**src/rtl/frogger_game_ctrl.sv**
```systemverilog
// Frogger game sequencer: frog position, enemy lanes, collisions,
// lives, score and game-phase FSM feeding the pixel renderer.
module frogger_game_ctrl #(
    parameter int LANES       = 8,
    parameter int NCOLS       = 20,
    parameter int SCREEN_W    = 640,
    parameter int ENEMY_W     = 32,
    parameter int ENEMY_STEP  = 8,
    parameter int STEP_FRAMES = 4,
    parameter int HOLD_FRAMES = 60,
    parameter int LIVES       = 3
) (
    input  logic                  clock,
    input  logic                  reset,
    input  logic                  frame_tick,
    input  logic                  start_req,
    input  logic                  up_req,
    input  logic                  left_req,
    input  logic                  right_req,
    output logic [3:0]            frog_row,
    output logic [4:0]            frog_col,
    output logic [LANES*10-1:0]   enemy_x,
    output logic [2:0]            game_state,
    output logic [1:0]            lives,
    output logic [7:0]            score,
    output logic                  hit_pulse,
    output logic                  win_pulse
);

    localparam logic [2:0] S_IDLE = 3'd0;
    localparam logic [2:0] S_PLAY = 3'd1;
    localparam logic [2:0] S_HIT  = 3'd2;
    localparam logic [2:0] S_WIN  = 3'd3;
    localparam logic [2:0] S_OVER = 3'd4;

    localparam int COL_W    = 32;
    localparam int LANE_GAP = 80;

    localparam logic [3:0] LAST_LANE = 4'(LANES);
    localparam logic [3:0] GOAL_ROW  = 4'(LANES + 1);
    localparam logic [4:0] HOME_COL  = 5'(NCOLS / 2);
    localparam logic [4:0] LAST_COL  = 5'(NCOLS - 1);
    localparam logic [1:0] FULL_LIVES = 2'(LIVES);
    localparam logic [7:0] STEP_LAST = 8'(STEP_FRAMES - 1);
    localparam logic [7:0] HOLD_LAST = 8'(HOLD_FRAMES - 1);

    logic [9:0]  ex      [LANES];
    logic [9:0]  ex_next [LANES];
    logic [7:0]  step_cnt;
    logic [7:0]  hold_cnt;

    logic [9:0]  lane_x;
    logic        in_lane;
    logic [10:0] fx;
    logic [10:0] ex_wide;
    logic        collide;
    logic        moving;
    logic        tick_run;
    logic        step_now;
    logic        restart;

    // Starting layout of the enemies, one every 80 px
    function automatic logic [9:0] init_x(input int i);
        return 10'((i * LANE_GAP) % SCREEN_W);
    endfunction

    // Pack the per-lane enemy registers onto the output bus
    always_comb begin
        enemy_x = '0;
        for (int i = 0; i < LANES; i++) begin
            enemy_x[i*10 +: 10] = ex[i];
        end
    end

    // Select the enemy sharing the frog's lane
    always_comb begin
        lane_x = '0;
        for (int i = 0; i < LANES; i++) begin
            if (frog_row == 4'(i + 1)) begin
                lane_x = ex[i];
            end
        end
    end

    // Overlap test on current registers; wrapped-off part never hits
    always_comb begin
        in_lane = (frog_row != 4'd0) && (frog_row <= LAST_LANE);
        fx      = 11'({frog_col, 5'b0});
        ex_wide = {1'b0, lane_x};
        collide = (game_state == S_PLAY) && in_lane &&
                  (ex_wide < fx + 11'(COL_W)) &&
                  (fx < ex_wide + 11'(ENEMY_W));
    end

    // Frame pacing: enemies only advance while a game is running
    always_comb begin
        moving   = (game_state == S_PLAY) ||
                   (game_state == S_HIT)  ||
                   (game_state == S_WIN);
        tick_run = moving && frame_tick;
        step_now = tick_run && (step_cnt == STEP_LAST);
        restart  = start_req &&
                   ((game_state == S_IDLE) || (game_state == S_OVER));
    end

    // Next enemy positions: even lanes go right, odd lanes go left
    always_comb begin
        logic [10:0] sum;
        for (int i = 0; i < LANES; i++) begin
            sum        = {1'b0, ex[i]} + 11'(ENEMY_STEP);
            ex_next[i] = ex[i];
            if (i % 2 == 0) begin
                if (sum >= 11'(SCREEN_W)) begin
                    ex_next[i] = 10'(sum - 11'(SCREEN_W));
                end else begin
                    ex_next[i] = sum[9:0];
                end
            end else begin
                if (ex[i] < 10'(ENEMY_STEP)) begin
                    ex_next[i] = 10'({1'b0, ex[i]} +
                                 11'(SCREEN_W - ENEMY_STEP));
                end else begin
                    ex_next[i] = ex[i] - 10'(ENEMY_STEP);
                end
            end
        end
    end

    // Step counter and enemy position registers
    always_ff @(posedge clock or negedge reset) begin
        if (!reset) begin
            step_cnt <= '0;
            for (int i = 0; i < LANES; i++) begin
                ex[i] <= init_x(i);
            end
        end else if (restart) begin
            step_cnt <= '0;
            for (int i = 0; i < LANES; i++) begin
                ex[i] <= init_x(i);
            end
        end else if (tick_run) begin
            if (step_now) begin
                step_cnt <= '0;
                for (int i = 0; i < LANES; i++) begin
                    ex[i] <= ex_next[i];
                end
            end else begin
                step_cnt <= step_cnt + 8'd1;
            end
        end
    end

    // Game-phase FSM with frog, lives, score and event pulses
    always_ff @(posedge clock or negedge reset) begin
        if (!reset) begin
            game_state <= S_IDLE;
            frog_row   <= '0;
            frog_col   <= HOME_COL;
            lives      <= FULL_LIVES;
            score      <= '0;
            hold_cnt   <= '0;
            hit_pulse  <= 1'b0;
            win_pulse  <= 1'b0;
        end else begin
            hit_pulse <= 1'b0;
            win_pulse <= 1'b0;
            case (game_state)
                S_IDLE, S_OVER: begin
                    if (start_req) begin
                        game_state <= S_PLAY;
                        lives      <= FULL_LIVES;
                        score      <= '0;
                        frog_row   <= '0;
                        frog_col   <= HOME_COL;
                        hold_cnt   <= '0;
                    end
                end
                S_PLAY: begin
                    if (collide) begin
                        game_state <= S_HIT;
                        lives      <= lives - 2'd1;
                        frog_row   <= '0;
                        frog_col   <= HOME_COL;
                        hold_cnt   <= '0;
                        hit_pulse  <= 1'b1;
                    end else if (up_req) begin
                        if (frog_row == LAST_LANE) begin
                            frog_row   <= GOAL_ROW;
                            game_state <= S_WIN;
                            hold_cnt   <= '0;
                            win_pulse  <= 1'b1;
                            if (score != 8'hFF) begin
                                score <= score + 8'd1;
                            end
                        end else begin
                            frog_row <= frog_row + 4'd1;
                        end
                    end else if (left_req) begin
                        if (frog_col != 5'd0) begin
                            frog_col <= frog_col - 5'd1;
                        end
                    end else if (right_req) begin
                        if (frog_col != LAST_COL) begin
                            frog_col <= frog_col + 5'd1;
                        end
                    end
                end
                S_HIT: begin
                    if (frame_tick) begin
                        if (hold_cnt == HOLD_LAST) begin
                            hold_cnt   <= '0;
                            game_state <= (lives != 2'd0) ? S_PLAY
                                                          : S_OVER;
                        end else begin
                            hold_cnt <= hold_cnt + 8'd1;
                        end
                    end
                end
                S_WIN: begin
                    if (frame_tick) begin
                        if (hold_cnt == HOLD_LAST) begin
                            hold_cnt   <= '0;
                            game_state <= S_PLAY;
                            frog_row   <= '0;
                            frog_col   <= HOME_COL;
                        end else begin
                            hold_cnt <= hold_cnt + 8'd1;
                        end
                    end
                end
                default: begin
                    game_state <= S_IDLE;
                end
            endcase
        end
    end

endmodule

```
**config.mk**
```make
export PLATFORM = sky130hd
export DESIGN_NAME = frogger_game_ctrl
export DESIGN_NICKNAME = d
export VERILOG_FILES = /design/src/rtl/frogger_game_ctrl.sv
export SDC_FILE = /design/constraint.sdc
export NUM_CORES = 1
export LEC_CHECK = 0
export CAP_MARGIN = 20
export CELL_PAD_IN_SITES_DETAIL_PLACEMENT = 1
export CELL_PAD_IN_SITES_GLOBAL_PLACEMENT = 1
export CORE_ASPECT_RATIO = 1.25
export CORE_MARGIN = 4
export CORE_UTILIZATION = 35
export DETAILED_ROUTE_END_ITERATION = 10
export GPL_TIMING_DRIVEN = 0
export PLACE_DENSITY_LB_ADDON = 0.25
export SLEW_MARGIN = 20
export SYNTH_ARGS = -nofsm -noshare
export SYNTH_HDL_FRONTEND = slang
export SYNTH_SLANG_ARGS = --single-unit
```
**constraint.sdc**
```tcl
create_clock -name clock -period 9.3 [get_ports clock]
set_input_delay 2.325 -clock clock [delete_from_list [all_inputs] [get_ports clock]]
set_output_delay 2.325 -clock clock [all_outputs]
set_load 0.01 [all_outputs]
```
### Yosys cells after proc, flatten, opt, wreduce, memory -nomap -nowiden

Index checks and enable logic that the tools add are counted.

* bits in registers: 120
* input bits: 7
* output and inout port bits: 104
* word-level logic and storage cells: 184

* add/sub/neg operators: 25
* order comparisons: 11
* equality and inequality tests: 33
* muxes and demuxes: 70
* reductions and logical operators: 28

Operator list (count)
* 80-bit two-way mux: 3
* 10-bit two-way mux: 16
* 8-bit two-way mux: 13
* 5-bit two-way mux: 9
* 10-bit by 4-bit adder with 11-bit output, second input constant: 4
* 11-bit by 10-bit greater-or-equal comparator with 1-bit output, second input constant: 4
* 10-bit adder, second input constant: 4
* 10-bit by 4-bit < comparator with 1-bit output, second input constant: 4
* 10-bit subtractor, second input constant: 4
* 10-bit by 4-bit subtractor with 10-bit output, second input constant: 4
* 3-bit two-way mux: 9
* 8-bit by 1-bit adder with 8-bit output, second input constant: 3
* 4-bit two-way mux: 6
* 8-bit one-hot mux with 3 select lines: 1
* 10-bit by 6-bit adder with 11-bit output, second input constant: 2
* 10-bit by 11-bit < comparator with 1-bit output: 2
* 4-bit by 3-bit == test with 1-bit output, second input constant: 4
* 8-bit one-hot mux with 2 select lines: 1
* 5-bit one-hot mux with 3 select lines: 1
* 2-bit inequality test, second input constant: 6
* 3-bit one-hot mux with 4 select lines: 1
* 4-bit one-hot mux with 3 select lines: 1
* 2-bit by 1-bit inequality test with 1-bit output, second input constant: 5
* 5-bit AND reduction: 2
* other kinds (35): 58

### Logic depth before layout (Yosys ltp)

* depth after elaboration: 14
* gate-level depth with buffers: 21
* mapped depth without buffers: 18

### Worst setup path after synthesis

Ideal clock, no wire load.

* path kind: flip-flop to flip-flop
* from: reg frog_row[0]
* to: reg score[6]
* library setup time: 0.078 ns
* arrival: 3.943 ns
* data required time: 9.222 ns
* slack: 5.279 ns
* cell stages (with the launch flop): 21
* path buffers: 3
* period minus slack after synthesis: 4.021 ns
* cell sequence: dfrtp_1 inv_1 ha_1 buf_4 buf_6 a221oi_1 o21ai_0 o21ai_1 ha_1 nand3_1 xor2_1 ha_1 a21oi_1 o211ai_1 o211ai_1 a41oi_4 or2_1 buf_6 inv_4 or4_1 a21oi_1

* longest elaborated chain between the ends: 14
* elaborated cells between the ends (all ways): 28
* those cells by class: add/sub: 1; order compare: 3; eq/ne: 10; mux: 8; reduce/logical: 6

RTL lines
* start: declaration: line 20 `output logic [3:0] frog_row,`
* start signal: assignment: line 196 `frog_row <= frog_row + 4'd1;`
* 4-bit by 1-bit == test with 1-bit output: line 79 `if (frog_row == 4'(i + 1)) begin`
* 10-bit two-way mux (8 in series): line 79
* 10-bit by 6-bit adder with 11-bit output / 10-bit by 11-bit < comparator with 1-bit output (equally long branches): line 92, 91
* 10-bit by 11-bit < comparator with 1-bit output / 1-bit logical AND (equally long branches): line 92, 90
* 1-bit logical AND: line 91 `(ex_wide < fx + 11'(COL_W)) &&`
* 2-bit inequality test (no line)
* 6-bit AND reduction (no line) (*)
* end signal: assignment: line 193 `score <= score + 8'd1;`
* end: declaration: line 25 `output logic [7:0] score,`

Every way passes the cells marked *; elsewhere a longest branch is shown, timed or not.
A chain may end at the register's enable or synchronous reset.

### Final worst setup path

* from: in frame_tick
* to: reg ex (netlist bit enemy_x[46])

* longest elaborated chain between the ends: 4
* elaborated cells between the ends (all ways): 5
* those cells by class: reduce/logical: 5

RTL lines
* start: declaration: line 15 `input logic frame_tick,`
* 1-bit logical AND (*): line 100 `tick_run = moving && frame_tick;`
* 1-bit logical AND: line 101 `step_now = tick_run && (step_cnt == STEP_LAST);`
* 2-bit nonzero test (no line)
* 2-bit AND reduction (no line) (*)
* end signal: indexed assignment: line 134 `ex[i] <= init_x(i);`
* end signal: indexed assignment: line 139 `ex[i] <= init_x(i);`
* end signal: indexed assignment: line 145 `ex[i] <= ex_next[i];`
* end: declaration: line 47 `logic [9:0] ex [LANES];`

Marks and branches as above.

==> impl_metrics.ini <==
[floorplan]
initial_core_util = 0.3589
die_w_um = 132.8
die_y_um = 164.0
fp.coreArea_um2 = 18990
ios = 111
rows = 56
die_area_um2 = 21780

[synth]
synth_cell_types = 85
ys_warn_count = 0
synthCells = 788
synth_ff_type = dfrtp_1
synth_seq_cells = 96
synth-async-reset-ratio = 1.000
ys_seq_area_frac = 0.3569
synth_area_um2 = 6815
synth-edff-count = 0
avgSynthCellArea_um2 = 8.649

[drt]
first_pass_iters = 5
ant_nets = 0
wirelength_um = 22550
first_iter_violations = 276
num_vias = 6389
routedWlPerCell_um = 19.21
drcViolationCount = 0
via_per_inst = 5.442

[cts]
clkTransAtPathRegs_ns = 0.08
clock_latency_ns = 0.36
postCtsHoldBufs = 0
postCtsSetupBuffers = 0
numCtsBuffers = 9
htreeDepth = 3
clockRootBuffer = clkbuf_16
clock_sink_count = 96
post_cts_resized = 0
clockBufferDepth = 2
cts_tree = done

[min_path]
hold-path-cell-count = 1
worstHoldStart = hold_cnt[5]
hold_path.class = reg -> reg
min_to = hold_cnt[5]

[timing]
min_period_over_period = 0.5266
slew_headroom = 0.4148
hold_slack_ns = 0.4762
worstMarginPinSlew_ns = 0.8711
fin_tns_setup_ns = 0
fmax_mhz = 204.2
hold_viol_final = 0
rsz0062_at_grt = no
fin_skew_ns = 0.008464
min_period_ns = 4.897
drv_slew = 0
setup_viol = 0

[global_route]
grt_pass1_wl_um = 36380
gr-total-overflow = 0
grt_max_degree = 50
grt_pass1_vias = 6607
grt_use_total = 0.2100
grt_antenna_before_repair = 0

[finish]
drive_gt1_frac = 0.1084
multi_input_area_um2 = 3958
fill_cells = 2269
nNetsFinal = 958
final_common_cell = clkdlybuf4s50_1
final_cell_mix = clkdlybuf4s50_1 (84), nand2_1 (76), dfrtp_1 (72)
seqCellArea_um2 = 2432
syn2layout_area_growth_pct = 23.33
n_antenna_cell = 0

[power_and_ir_drop]
total_power_mw = 2.126
p_leak_nw = 3.566
power_density_nw_per_um2 = 252.9
vdd_drop_max_uv = 112.0

[worst_setup_path]
criticalPathCategory = in -> reg
r2r_slack_ns = 4.49
crit_fanout = 10
rr_worst_depth = 20
endpoint_kind = flip-flop
reg2reg_to = score[7]
cp.arrival_ns = 5.18
crit_required_ns = 9.59
r2r-start = frog_row[0]
critPathLaunchType = primary input

[placement]
io_buffers = 85
place_congestion = 0.9193
dp_hpwl_um = 16790

[run]
maxCapViolCount = 0

[status]
outcome = complete, no violations
## synthesized netlist by cell type (3+ instances only)
cell,count,area [um^2]
dfrtp_1,72,1802
nor3b_1,8,60.06
o21ai_1,5,25.02
and2_1,5,31.28
ha_1,42,525.5
o22ai_1,8,50.05
buf_6,4,45.04
nand3b_1,7,52.55
a211oi_1,6,45.04
nand4_1,5,31.28
a41oi_1,4,35.03
xnor2_1,24,210.2
nor4_1,6,37.54
a21o_1,7,52.55
and3_1,18,112.6
buf_4,27,202.7
nor3_1,20,100.1
nand3_1,36,180.2
o31ai_1,6,45.04
or4_1,3,22.52
o21ai_0,54,270.3
clkbuf_1,19,71.32
a21oi_1,50,250.2
o211ai_1,5,37.54
a311oi_1,4,35.03
xor2_1,11,96.34
nand2_1,76,285.3
nor2_1,65,244.0
a32oi_1,4,35.03
buf_1,3,11.26
dfstp_2,24,630.6
nor2b_1,12,75.07
nand2b_1,6,37.54
or2_2,3,18.77
mux2i_1,6,60.06
a31oi_1,14,87.58
and3b_1,3,26.28
a22oi_1,4,30.03
or3_1,7,43.79
o21a_1,7,52.55
inv_1,41,153.9
## cell families after synthesis
family | synth area share
AO/OA/AOI/OAI | 0.2221
XOR/XNOR | 0.04498
adder cells (fa/ha/maj) | 0.08004
buffers and inverters | 0.07509
flip-flops | 0.3569
multiplexers | 0.01046
other | 0.0005502
AND/OR/NAND/NOR | 0.2098
## registers in the layout, indices dropped and copies added, names as in the netlist
name	cells
score	8
game_state	3
win_pulse	1
enemy_x	56
hit_pulse	1
lives	2
frog_row	4
frog_col	5
step_cnt	8
hold_cnt	8
## through the flow
step           area, um^2    util  worst slack [ns]  cells
2_1_floorplan        6902       -             5.279    811
3_3_place_gp         8079  0.4255             2.027   1157
3_5_place_dp         8108  0.4270             4.079   1158
4_1_cts              8406  0.4427             4.434   1174
5_1_grt              8406  0.4427             4.176   1174
6_report             8406  0.4427             4.403   1174
## report_power, final
group | internal (mW) | switching (mW)
Combinational | 0.452 | 0.600
Clock | 0.190 | 0.191
Sequential | 0.534 | 0.158
## how the worst max path moves through the flow
stage / slack, ns / startpoint / cells after the start / end
finish: 4.40 / frame_tick / 7 / enemy_x[46]
global route: 4.18 / frog_row[0] / 18 / score[3]
CTS: 4.43 / frame_tick / 8 / enemy_x[26]
detailed placement: 4.08 / frame_tick / 7 / enemy_x[46]
global placement: 2.03 / reset / 1 / enemy_x[3]
floorplan: 5.28 / frog_row[0] / 20 / score[6]
## routing by layer
| metal | part of all wire | global-route usage | vias to the layer above | wire length, um |
|---|---|---|---|---|
| met3 | 0.032 | 0.02390 | 29 | 729 |
| met2 | 0.49 | 0.3685 | 136 | 11150 |
| met5 | 0 | 0 | - | 0 |
| li1 | - | - | 3037 | - |
| met1 | 0.45 | 0.2671 | 3187 | 10140 |
| met4 | 0.024 | 0.07561 | 0 | 530 |
## worst max-delay path: stages
cell and delay [ns]:
clkdlybuf4s50_1 0.50, nor3b_2 0.52, nand3_1 0.50, nand2_1 0.33, clkbuf_1 0.59, o21ai_0 0.20
a21boi_0 0.22
## area by class of cell
cell class / count / area share
Buffer: 56 / 0.04138
Sequential cell: 96 / 0.2894
Clock inverter: 7 / 0.008634
Clock buffer: 9 / 0.02679
Inverter: 43 / 0.01950
Timing Repair Buffer: 86 / 0.1046
Tap cell: 261 / 0.03885
Multi-Input combinational cell: 616 / 0.4708
No activity file was read; power rests on OpenSTA's default activity.
